<file path="src/rtl/pe_accumulator_pkg.sv">
// Shared widths, state encoding and width helpers for the partial-sum accumulator.
// The FIFO and the accumulator top both derive their widths from here.
package pe_accumulator_pkg;

  localparam int unsigned NUM_WIDTH_DEF  = 8;
  localparam int unsigned DATA_BUS       = 16;
  localparam int unsigned PSUM_WIDTH_DEF = DATA_BUS + 2;

  typedef enum logic {
    IDLE  = 1'b0,
    ACCUM = 1'b1
  } state_t;

  // Wide enough that ACC_TERMS full-scale partial sums never wrap.
  function automatic int unsigned acc_width(input int unsigned psum_w, input int unsigned terms);
    return psum_w + $clog2(terms);
  endfunction

  // Extra MSB separates full from empty when the address bits match.
  function automatic int unsigned ptr_width(input int unsigned depth);
    return $clog2(depth) + 1;
  endfunction

endpackage

</file>
<file path="src/rtl/sync_fifo.sv">
// Power-of-two synchronous FIFO with a combinational head.
// A push into a full FIFO is accepted only when a pop happens in the same cycle.
module sync_fifo
  import pe_accumulator_pkg::*;
#(
  parameter int unsigned WIDTH = 9,
  parameter int unsigned DEPTH = 4
) (
  input  logic             clk,
  input  logic             reset,
  input  logic             push,
  input  logic [WIDTH-1:0] push_data,
  input  logic             pop,
  output logic             full,
  output logic             empty,
  output logic [WIDTH-1:0] head_data
);

  localparam int unsigned PTR_W  = ptr_width(DEPTH);
  localparam int unsigned ADDR_W = PTR_W - 1;

  logic [WIDTH-1:0] mem [DEPTH];
  logic [PTR_W-1:0] wptr;
  logic [PTR_W-1:0] rptr;
  logic             do_write;
  logic             do_read;

  assign empty = (wptr == rptr);
  assign full  = (wptr[PTR_W-1] != rptr[PTR_W-1]) &&
                 (wptr[ADDR_W-1:0] == rptr[ADDR_W-1:0]);

  assign do_read  = pop && !empty;
  assign do_write = push && (!full || do_read);

  // Masked while empty so the head reads 0 out of reset.
  assign head_data = empty ? '0 : mem[rptr[ADDR_W-1:0]];

  always_ff @(posedge clk or negedge reset) begin
    if (!reset) begin
      wptr <= '0;
      rptr <= '0;
    end else begin
      if (do_write) wptr <= wptr + 1'b1;
      if (do_read)  rptr <= rptr + 1'b1;
    end
  end

  always_ff @(posedge clk) begin
    if (do_write) mem[wptr[ADDR_W-1:0]] <= push_data;
  end

endmodule

</file>
<file path="src/rtl/pe_accumulator.sv">
// Sums ACC_TERMS partial sums per element, requantizes by SHIFT with saturation,
// and queues the result in a small FIFO for a valid/ready consumer.
module pe_accumulator
  import pe_accumulator_pkg::*;
#(
  parameter int unsigned NUM_WIDTH  = NUM_WIDTH_DEF,
  parameter int unsigned PSUM_WIDTH = PSUM_WIDTH_DEF,
  parameter int unsigned ACC_TERMS  = 4,
  parameter int unsigned SHIFT      = 4,
  parameter int unsigned FIFO_DEPTH = 4
) (
  input  logic                  clk,
  input  logic                  reset,
  input  logic                  psum_valid,
  input  logic [PSUM_WIDTH-1:0] psum_in,
  input  logic                  clear,
  output logic                  out_valid,
  input  logic                  out_ready,
  output logic [NUM_WIDTH-1:0]  out_data,
  output logic                  out_sat,
  output logic                  overflow,
  output logic                  busy,
  output state_t                fsm_state
);

  // Handshake: an element leaves the head on any rising edge where out_valid
  // and out_ready are both high; the head is held steady until then.

  localparam int unsigned ACC_W = acc_width(PSUM_WIDTH, ACC_TERMS);
  localparam int unsigned CNT_W = $clog2(ACC_TERMS + 1);
  localparam logic [ACC_W-1:0] Q_MAX = ACC_W'({NUM_WIDTH{1'b1}});

  state_t             state, state_next;
  logic [ACC_W-1:0]   acc, acc_next;
  logic [CNT_W-1:0]   count, count_next;
  logic [ACC_W-1:0]   sum_next;
  logic [ACC_W-1:0]   q;
  logic               last_term;
  logic               push;
  logic               pop;
  logic               full;
  logic               empty;
  logic               q_sat;
  logic [NUM_WIDTH:0] push_data;
  logic [NUM_WIDTH:0] head_data;

  assign sum_next  = (state == ACCUM) ? acc + ACC_W'(psum_in) : ACC_W'(psum_in);
  assign last_term = (count == CNT_W'(ACC_TERMS - 1));

  assign q         = sum_next >> SHIFT;
  assign q_sat     = (q > Q_MAX);
  assign push_data = {q_sat, q_sat ? {NUM_WIDTH{1'b1}} : q[NUM_WIDTH-1:0]};

  always_ff @(posedge clk or negedge reset) begin
    if (!reset) begin
      state <= IDLE;
      acc   <= '0;
      count <= '0;
    end else begin
      state <= state_next;
      acc   <= acc_next;
      count <= count_next;
    end
  end

  // clear outranks psum_valid, so a term arriving with clear is lost.
  always_comb begin
    state_next = state;
    acc_next   = acc;
    count_next = count;
    push       = 1'b0;
    if (clear) begin
      state_next = IDLE;
      acc_next   = '0;
      count_next = '0;
    end else if (psum_valid) begin
      if (last_term) begin
        state_next = IDLE;
        acc_next   = '0;
        count_next = '0;
        push       = 1'b1;
      end else begin
        state_next = ACCUM;
        acc_next   = sum_next;
        count_next = count + 1'b1;
      end
    end
  end

  assign pop = out_valid && out_ready;

  always_ff @(posedge clk or negedge reset) begin
    if (!reset)                     overflow <= 1'b0;
    else if (push && full && !pop)  overflow <= 1'b1;
  end

  sync_fifo #(
    .WIDTH (NUM_WIDTH + 1),
    .DEPTH (FIFO_DEPTH)
  ) u_fifo (
    .clk       (clk),
    .reset     (reset),
    .push      (push),
    .push_data (push_data),
    .pop       (pop),
    .full      (full),
    .empty     (empty),
    .head_data (head_data)
  );

  assign out_valid = !empty;
  assign out_sat   = head_data[NUM_WIDTH];
  assign out_data  = head_data[NUM_WIDTH-1:0];
  assign busy      = (state == ACCUM);
  assign fsm_state = state;

endmodule

</file>
<file path="config.mk">
export PLATFORM = sky130hd
export DESIGN_NAME = pe_accumulator
export DESIGN_NICKNAME = d
export VERILOG_FILES = /design/src/rtl/pe_accumulator_pkg.sv /design/src/rtl/sync_fifo.sv /design/src/rtl/pe_accumulator.sv
export SDC_FILE = /design/constraint.sdc
export NUM_CORES = 1
export LEC_CHECK = 0
export ABC_AREA = 1
export BUFFER_PORTS_ARGS = -buffer_cell sky130_fd_sc_hd__buf_2
export CAP_MARGIN = 25
export CORE_UTILIZATION = 50
export CTS_BUF_LIST = sky130_fd_sc_hd__clkbuf_16
export CTS_CLUSTER_SIZE = 10
export DETAILED_ROUTE_END_ITERATION = 10
export HOLD_SLACK_MARGIN = 0.08
export PLACE_DENSITY = 0.69
export SYNTH_ARGS = -nofsm -noshare
export SYNTH_HDL_FRONTEND = slang
export SYNTH_SLANG_ARGS = --single-unit
</file>
<file path="constraint.sdc">
create_clock -name clk -period 3.15 [get_ports clk]
set_input_delay 0.1575 -clock clk [delete_from_list [all_inputs] [get_ports clk]]
set_output_delay 0.1575 -clock clk [all_outputs]
set_load 0.01 [all_outputs]
</file>
==> results.md, run 1 <==
* Placed cell count at 691
* Routing usage on met1 at 0.2671
* Final WL at 9628 um
* Routing usage on met2 at 0.4256
* Crit path DAT at 2.73 ns
* GRT overflow at 0
* Synth Area in Simple Gates at 0.2937
* Average wire per standard cell at 13.58 um
* Pre-Repair DR Iteration Count at 4
* Synth unique cells at 42
* PwrDens at 609.8 mW/mm^2
* Worst-path clk slew at 0.06 ns
* Mapped Area at 0.004392 mm^2
* Final #Nets at 647
* Synth Flop Type: edfxtp_1
* GPL Wtd Cong at 0.9240
* DR iter-0 viols at 139
* Number of synthesized flops with an enable pin at 36
* Setup violation total in the final timing report at 0
* Clock Latency Late Sink at 0.33 ns
* Sequential-to-total area share from yosys stat at 0.4228
* Hold crit path type: input pin to register
* Final Power at 3.048 mW
* Die height at 95.72 um
* CP Class: register to register
* Clk sink count at 67
* Core Area at 0.008341 mm^2
* TritonCTS clock tree: built
* Worst slack, placed at 0.4698 ns
* Hold Vio Cnt, Final at 0
* Drt drc at 0
* # IOs at 36
* Grt peak-use layer: met2
* Post-synthesis compound-gate area fraction at 0.09601
* RSZ-0062 raised after global routing: no
* Initial antenna violation count at 0
* Die ar. at 0.009162 mm^2
* Routed vias/inst at 5.055
* CTS Root Cell: clkbuf_16
* Fin crit share at 0.8551
* Post-synthesis adder-cell area fraction at 0.07293
* Ys Warns at 0
* Main combinational cell family by area after synthesis: simple AND/OR/NAND/NOR gates
* Post-CTS Setup Inserts at 0
* Total track usage at 0.2314
* Deepest clock path buffer count at 2
* Fillers at 758
* Setup TNS at 0 ns
* TritonCTS buffer count at 9
* Vias in the first global route at 3536
* Leading area contributor after synthesis: edfxtp_1
* CP endpoint kind: register
* Pin count of the biggest net entering global routing at 32
* CP required at 3.18 ns
* Leak pwr at 2.525 nW
* Worst Tran Pin Value at 0.8263 ns
* Critical Path Start Type: register
* DP Wirelength at 7082 um
* Synth Area per Inst at 7.870 um^2
* Post-CTS resize count at 0
* Pins Over Slew Limit at 0
* Post-synthesis mux area share at 0.002279
* Max Clk Rate at 0.3713 GHz
* Die W at 95.72 um
* Register Area at 0.001857 mm^2
* First-pass GRT wire length at 15890 um
* Fin crit period at 2.693 ns
* Via count at 3584
* FFs w/ async S/R, synth at 0.4627
* Fraction of layout cells with a size suffix above 1 at 0.1854
* Initial Util at 0.5266
* Non-Filler Instances at 709
* Worst Skew at 0.008490 ns
* Number of diodes at 0
* Routed Antenna Nets at 0
* Status: completed
* H-tree Lvls at 3
* XOR/XNOR Fraction of Synth Area at 0.02194
* Synth Net Count at 606
* Max IR drop VDD at 0.0002927 V
* CP max FO at 9
* Buffers on Ports at 35
* Synth-to-Final Area Change at 13.82%
* Post-synth top area share at 0.2462
* Post-route setup slack at 0.4566 ns
* Synth top area cells: edfxtp_1, dfrtp_1, nand2_1
* Number of synthesized register bits at 67
* Maxcap violations at 0
* Post-synthesis cell count at 558
* Max_slew headroom at 0.4492
* Met3 usage at 0.03870
* Area taken by multi-input logic gates at 0.002138 mm^2
* Cell Rows at 33
==> critical path, stage by stage (launching register included) <==
cell and delay (ns):
dfrtp_1 0.35, ha_1 0.20, inv_1 0.07, fa_1 0.39, inv_1 0.14, nand3_1 0.08
nand3_1 0.14, nand2_1 0.08, nand2_1 0.10, nand2_1 0.08, nand3_1 0.07, nand3_1 0.07
nand2_1 0.12, nand2_2 0.06, nor2_4 0.25, nand3_1 0.20
==> final timing paths <==
| kind | start | end | slack [ns] | cells past startpoint |
|---|---|---|---|---|
| max in group asynchronous | reset | count[2] | 2.22 | 2 |
| min in group asynchronous | reset | acc[4] | 0.45 | 2 |
| setup reg to reg | acc[0] | u_fifo.mem[1][5] | 0.46 | 15 |
| setup / recovery | acc[0] | u_fifo.mem[1][5] | 0.46 | 15 |
| hold reg to reg | overflow | overflow | 0.47 | 1 |
| hold / removal | psum_in[2] | acc[2] | 0.10 | 3 |
==> cell usage after synthesis, types with 2 or more instances <==
master    number
nor3_1         2
a21oi_1       12
inv_2         11
nand4_1        3
nand3_1       35
o22ai_1       12
nand2_2       15
nand3_2        7
edfxtp_1      36
inv_1         73
dfrtp_1       31
and2_1         2
buf_4          2
xnor2_1        7
or2_2          5
clkbuf_1      11
xor2_1         4
nor2_2         5
nor2_4         3
ha_1          24
o21ai_0       45
nand2_1      151
nor2_1        43
==> registers in the layout (all words and copies together) (netlist names) <==
register / cells
u_fifo.wptr: 3
u_fifo.rptr: 3
overflow: 1
acc: 20
count: 3
busy: 1
u_fifo.mem: 36
==> power by group <==
group          switching (mW)  internal (mW)  total (mW)
combinational           0.617          0.385        1.00
clock                   0.376          0.611       0.987
sequential             0.0820          0.978        1.06
==> layout make-up <==
cell class,count,share of cell area
multi-input combinational,391,0.4278
sequential,67,0.3715
inverter,84,0.06308
timing repair buffer,46,0.05257
clock buffer,9,0.04506
tap,105,0.02628
clock inverter,7,0.01377
==> placed cells by master (no fill, tap or decap), types with 2 or more instances in the layout <==
cell type	instances
a21oi_1	12
and2_1	2
buf_2	35
buf_4	9
clkbuf_16	9
clkinv_2	2
dfrtp_1	31
dlygate4sd3_1	2
edfxtp_1	36
ha_1	24
inv_1	74
inv_2	11
nand2_1	151
nand2_2	15
nand3_1	35
nand3_2	7
nand4_1	3
nor2_1	43
nor2_2	5
nor2_4	3
nor3_1	2
o21ai_0	45
o22ai_1	12
or2_2	5
xnor2_1	7
xor2_1	4
==> kinds of logic (layout without fill, tap and decap cells) <==
group                    Yosys count  count (layout)
flip-flops                        67              67
AND/OR/NAND/NOR                  277             277
adder cells (fa/ha/maj)           25              25
multiplexers                       1               1
buffers and inverters            100             146
XOR/XNOR                          11              11
AO/OA/AOI/OAI                     77              77
==> stage by stage <==
stage | hold slack (ns) | utilization | instance area (um^2)
finish | 0.1000 | 0.5993 | 4999
floorplan | -0.1381 | - | 4392
global route | 0.1122 | 0.5993 | 4999
global placement | 0.2779 | 0.5617 | 4684
CTS | 0.09209 | 0.5993 | 4999
detailed placement | 0.2839 | 0.5617 | 4684
==> metal layers <==
layer / up-vias / wire [um]
met5: - / 0
met4: 0 / 216
met3: 17 / 307
met2: 61 / 4864
met1: 1632 / 4240
li1: 1874 / -
==> timing repair <==
action	4_1_cts	5_1_grt
hold endpoints to repair	32	0
hold buffers	2	0
setup endpoints to repair	0	0
Note: power is estimated with default switching activity, not from simulation.
==> inputs of run 2 (changes only) <==
Settings changed: BUFFER_PORTS_ARGS -buffer_cell sky130_fd_sc_hd__buf_2 to unset, DONT_BUFFER_PORTS set to 1, PLACE_DENSITY 0.69 to unset.
==> run 2 against run 1 <==
Sequential power about the same. Clock skew about the same. First-iteration DRC count up 15%. Largest power group unchanged. Combinational power down 9%. Highest routed layer unchanged. Die area unchanged. Flip-flop and latch count unchanged. Largest cell class unchanged. Register-to-register slack better by 0.06 ns. Sequential share of layout area up 0.32 points. Non-clock buffer count down 25. Wire length up 5.6%. Critical path type unchanged. Core utilization down 0.51 points. Cell count down 3.5%.
==> results.md, run 2 (synthesized netlist as in run 1, its figures left out) <==
* Post-CTS resize count at 0 (unchanged)
* Hold crit path type: input pin to register
* GPL Wtd Cong at 0.8969 (-2.9%)
* Placed inst area at 0.004517 mm^2 (-3.6%)
* CTS Root Cell: clkbuf_16
* GRT overflow at 0 (unchanged)
* Crit path from: acc[0]
* Fin crit share at 0.8376 (-0.01750)
* Fillers at 771 (+1.7%)
* Total track usage at 0.2437 (+0.01234)
* Via count at 3575 (-0.25%)
* DP Wirelength at 7522 um (+6.2%)
* Pin count of the biggest net entering global routing at 32 (unchanged)
* Crit path DAT at 2.67 ns (-0.06 ns)
* Net Sw Frac at 0.3488 (-0.003875)
* Final WL at 10170 um (+5.6%)
* Fraction of layout cells with a size suffix above 1 at 0.1364 (-0.04899)
* Final instance area at 0.004956 mm^2 (-0.85%)
* Power Internal at 1.988 mW (+0.75%)
* Clk sink count at 67 (unchanged)
* Die height at 95.72 um (unchanged)
* Routed Antenna Nets at 0 (unchanged)
* Die W at 95.72 um (unchanged)
* Initial antenna violation count at 0 (unchanged)
* Pre-Repair DR Iteration Count at 5 (+1)
* Synth-to-Final Area Change at 12.85%
* Commonest non-fill, non-tap cell in the layout: nand2_1
* RSZ-0062 raised after global routing: no
* PwrDens at 615.9 mW/mm^2 (+1.0%)
* Worst Tran Pin Value at 0.6583 ns (-0.1680 ns)
* Worst reg2reg path startpoint: acc[0]
* CP endpoint kind: register
* Max IR drop VDD at 0.0002612 V (-11%)
* Buffers on Ports at 0 (-100%)
* Worst Skew at 0.008023 ns (-0.0004669 ns)
* # IOs at 36 (unchanged)
* TritonCTS clock tree: built
* Fin crit period at 2.638 ns (-0.05511 ns)
* Critical Path Start Type: register
* Max_slew headroom at 0.5611 (+0.1120)
* Number of diodes at 0 (unchanged)
* Combinational Power Share at 0.297 (-0.032)
* Max Clk Rate at 0.3790 GHz (+2.1%)
* Worst R2R Setup Slack at 0.51 ns (+0.06 ns)
* CP max FO at 9 (unchanged)
* Deepest clock path buffer count at 2 (unchanged)
* Clock power share at 0.349 (+0.025)
* First-pass GRT wire length at 16530 um (+4.0%)
* Core Area at 0.008341 mm^2 (unchanged)
* Average wire per standard cell at 14.87 um (+9.5%)
* Seq pwr share at 0.353 (+0.005)
* Psw at 1.065 mW (-0.95%)
* Hold wc startpoint: psum_in[1]
* Max reg flops at 36 (unchanged)
* Initial Util at 0.5266 (unchanged)
* Final #Nets at 622 (-3.9%)
* TritonCTS buffer count at 9 (unchanged)
* H-tree Lvls at 3 (unchanged)
* CP Class: register to register
* DR iter-0 viols at 160 (+15%)
* Worst-path clk slew at 0.06 ns (about the same)
* Vias in the first global route at 3482 (-1.5%)
* Pins Over Slew Limit at 0 (unchanged)
* Clock Latency Late Sink at 0.33 ns (about the same)
* Cell Rows at 33 (unchanged)
* Status: completed
* Hold Vio Cnt, Final at 0 (unchanged)
* CP required at 3.18 ns (about the same)
* Commonest cells after routing, fill and taps aside: nand2_1, inv_1, o21ai_0, nor2_1, edfxtp_1
* Die ar. at 0.009162 mm^2 (unchanged)
* Routed vias/inst at 5.227 (+3.4%)
* Setup TNS at 0 ns (unchanged)
* Maxcap violations at 0 (unchanged)
* Drt drc at 0 (unchanged)
* Setup violation total in the final timing report at 0 (unchanged)
* Leak pwr at 2.438 nW (-3.4%)
-- run 2: cell types whose count changed in the layout (fill, tap and decap cells not counted) --
cell	previous run	this run
bufinv_16	1	2
buf_2	35	0
clkinv_2	2	1
dlygate4sd3_1	2	10
clkinv_4	1	2
buf_4	9	10
buf_12	0	1
inv_6	1	0
-- run 2: power by group through the flow --
| stage | registers, mW | logic [mW] | clock network [mW] |
|---|---|---|---|
| final | 1.08 | 0.908 | 1.07 |
| after global routing | 1.09 | 1.04 | 1.13 |
| after CTS | 1.08 | 0.918 | 1.09 |
| after detailed placement | 1.10 | 0.892 | 0 |
| after global placement | 1.10 | 0.874 | 0 |
| after floorplan | 1.03 | 0.766 | 0 |
-- run 2: worst paths after layout --
check / to / depth (start not counted)
min in group asynchronous: acc[7] / 2
hold / removal: acc[1] / 2
max in group asynchronous: u_fifo.rptr[0] / 2
hold reg to reg: acc[2] / 2
setup / recovery: u_fifo.mem[0][4] / 15
setup reg to reg: u_fifo.mem[0][4] / 15
-- run 2: through the flow --
stage,worst slack [ns],hold slack (ns),power [mW],cells,util
2_1_floorplan,0.9137,-0.1381,1.797,558,-
3_3_place_gp,0.6019,-0.1357,1.970,657,0.5416
5_1_grt,0.2462,0.1054,3.263,684,0.5942
6_report,0.5117,0.08547,3.053,684,0.5942
3_5_place_dp,0.5072,-0.1354,1.990,657,0.5416
4_1_cts,0.4879,0.08133,3.090,684,0.5942
-- run 2: layout make-up --
cell class                      count  area [um^2]  area share
Clock buffer                        9        225.2     0.04544
Sequential cell                    67         1857      0.3747
Timing Repair Buffer               21        195.2     0.03938
Tap cell                          105        131.4     0.02651
Inverter                           84        315.3     0.06362
Multi-Input combinational cell    391         2138      0.4315
Clock inverter                      7        93.84     0.01893
-- run 2: what timing repair did --
item                      in CTS  in global routing
hold buffers                  11                  0
hold endpoints to repair      41                  0
buffers inserted               0                  0
-- run 2: worst max-delay path: stages, from the launching register on --
cell and delay [ns]:
dfrtp_1 0.36, ha_1 0.19, inv_1 0.06, fa_1 0.38
inv_1 0.13, nand3_1 0.08, nand3_1 0.14, nand2_1 0.07
nand2_1 0.11, nand2_1 0.08, nand3_1 0.07, nand3_1 0.07
nand2_1 0.09, nand2_2 0.06, nor2_4 0.25, nand3_1 0.19
-- run 2: layer usage --
layer	GRT usage	routed length [um]	part of all wire
met1	0.2854	4498	0.44
met2	0.4476	5159	0.51
met3	0.04344	312	0.031
met4	0.08209	199	0.020
met5	0	0	0
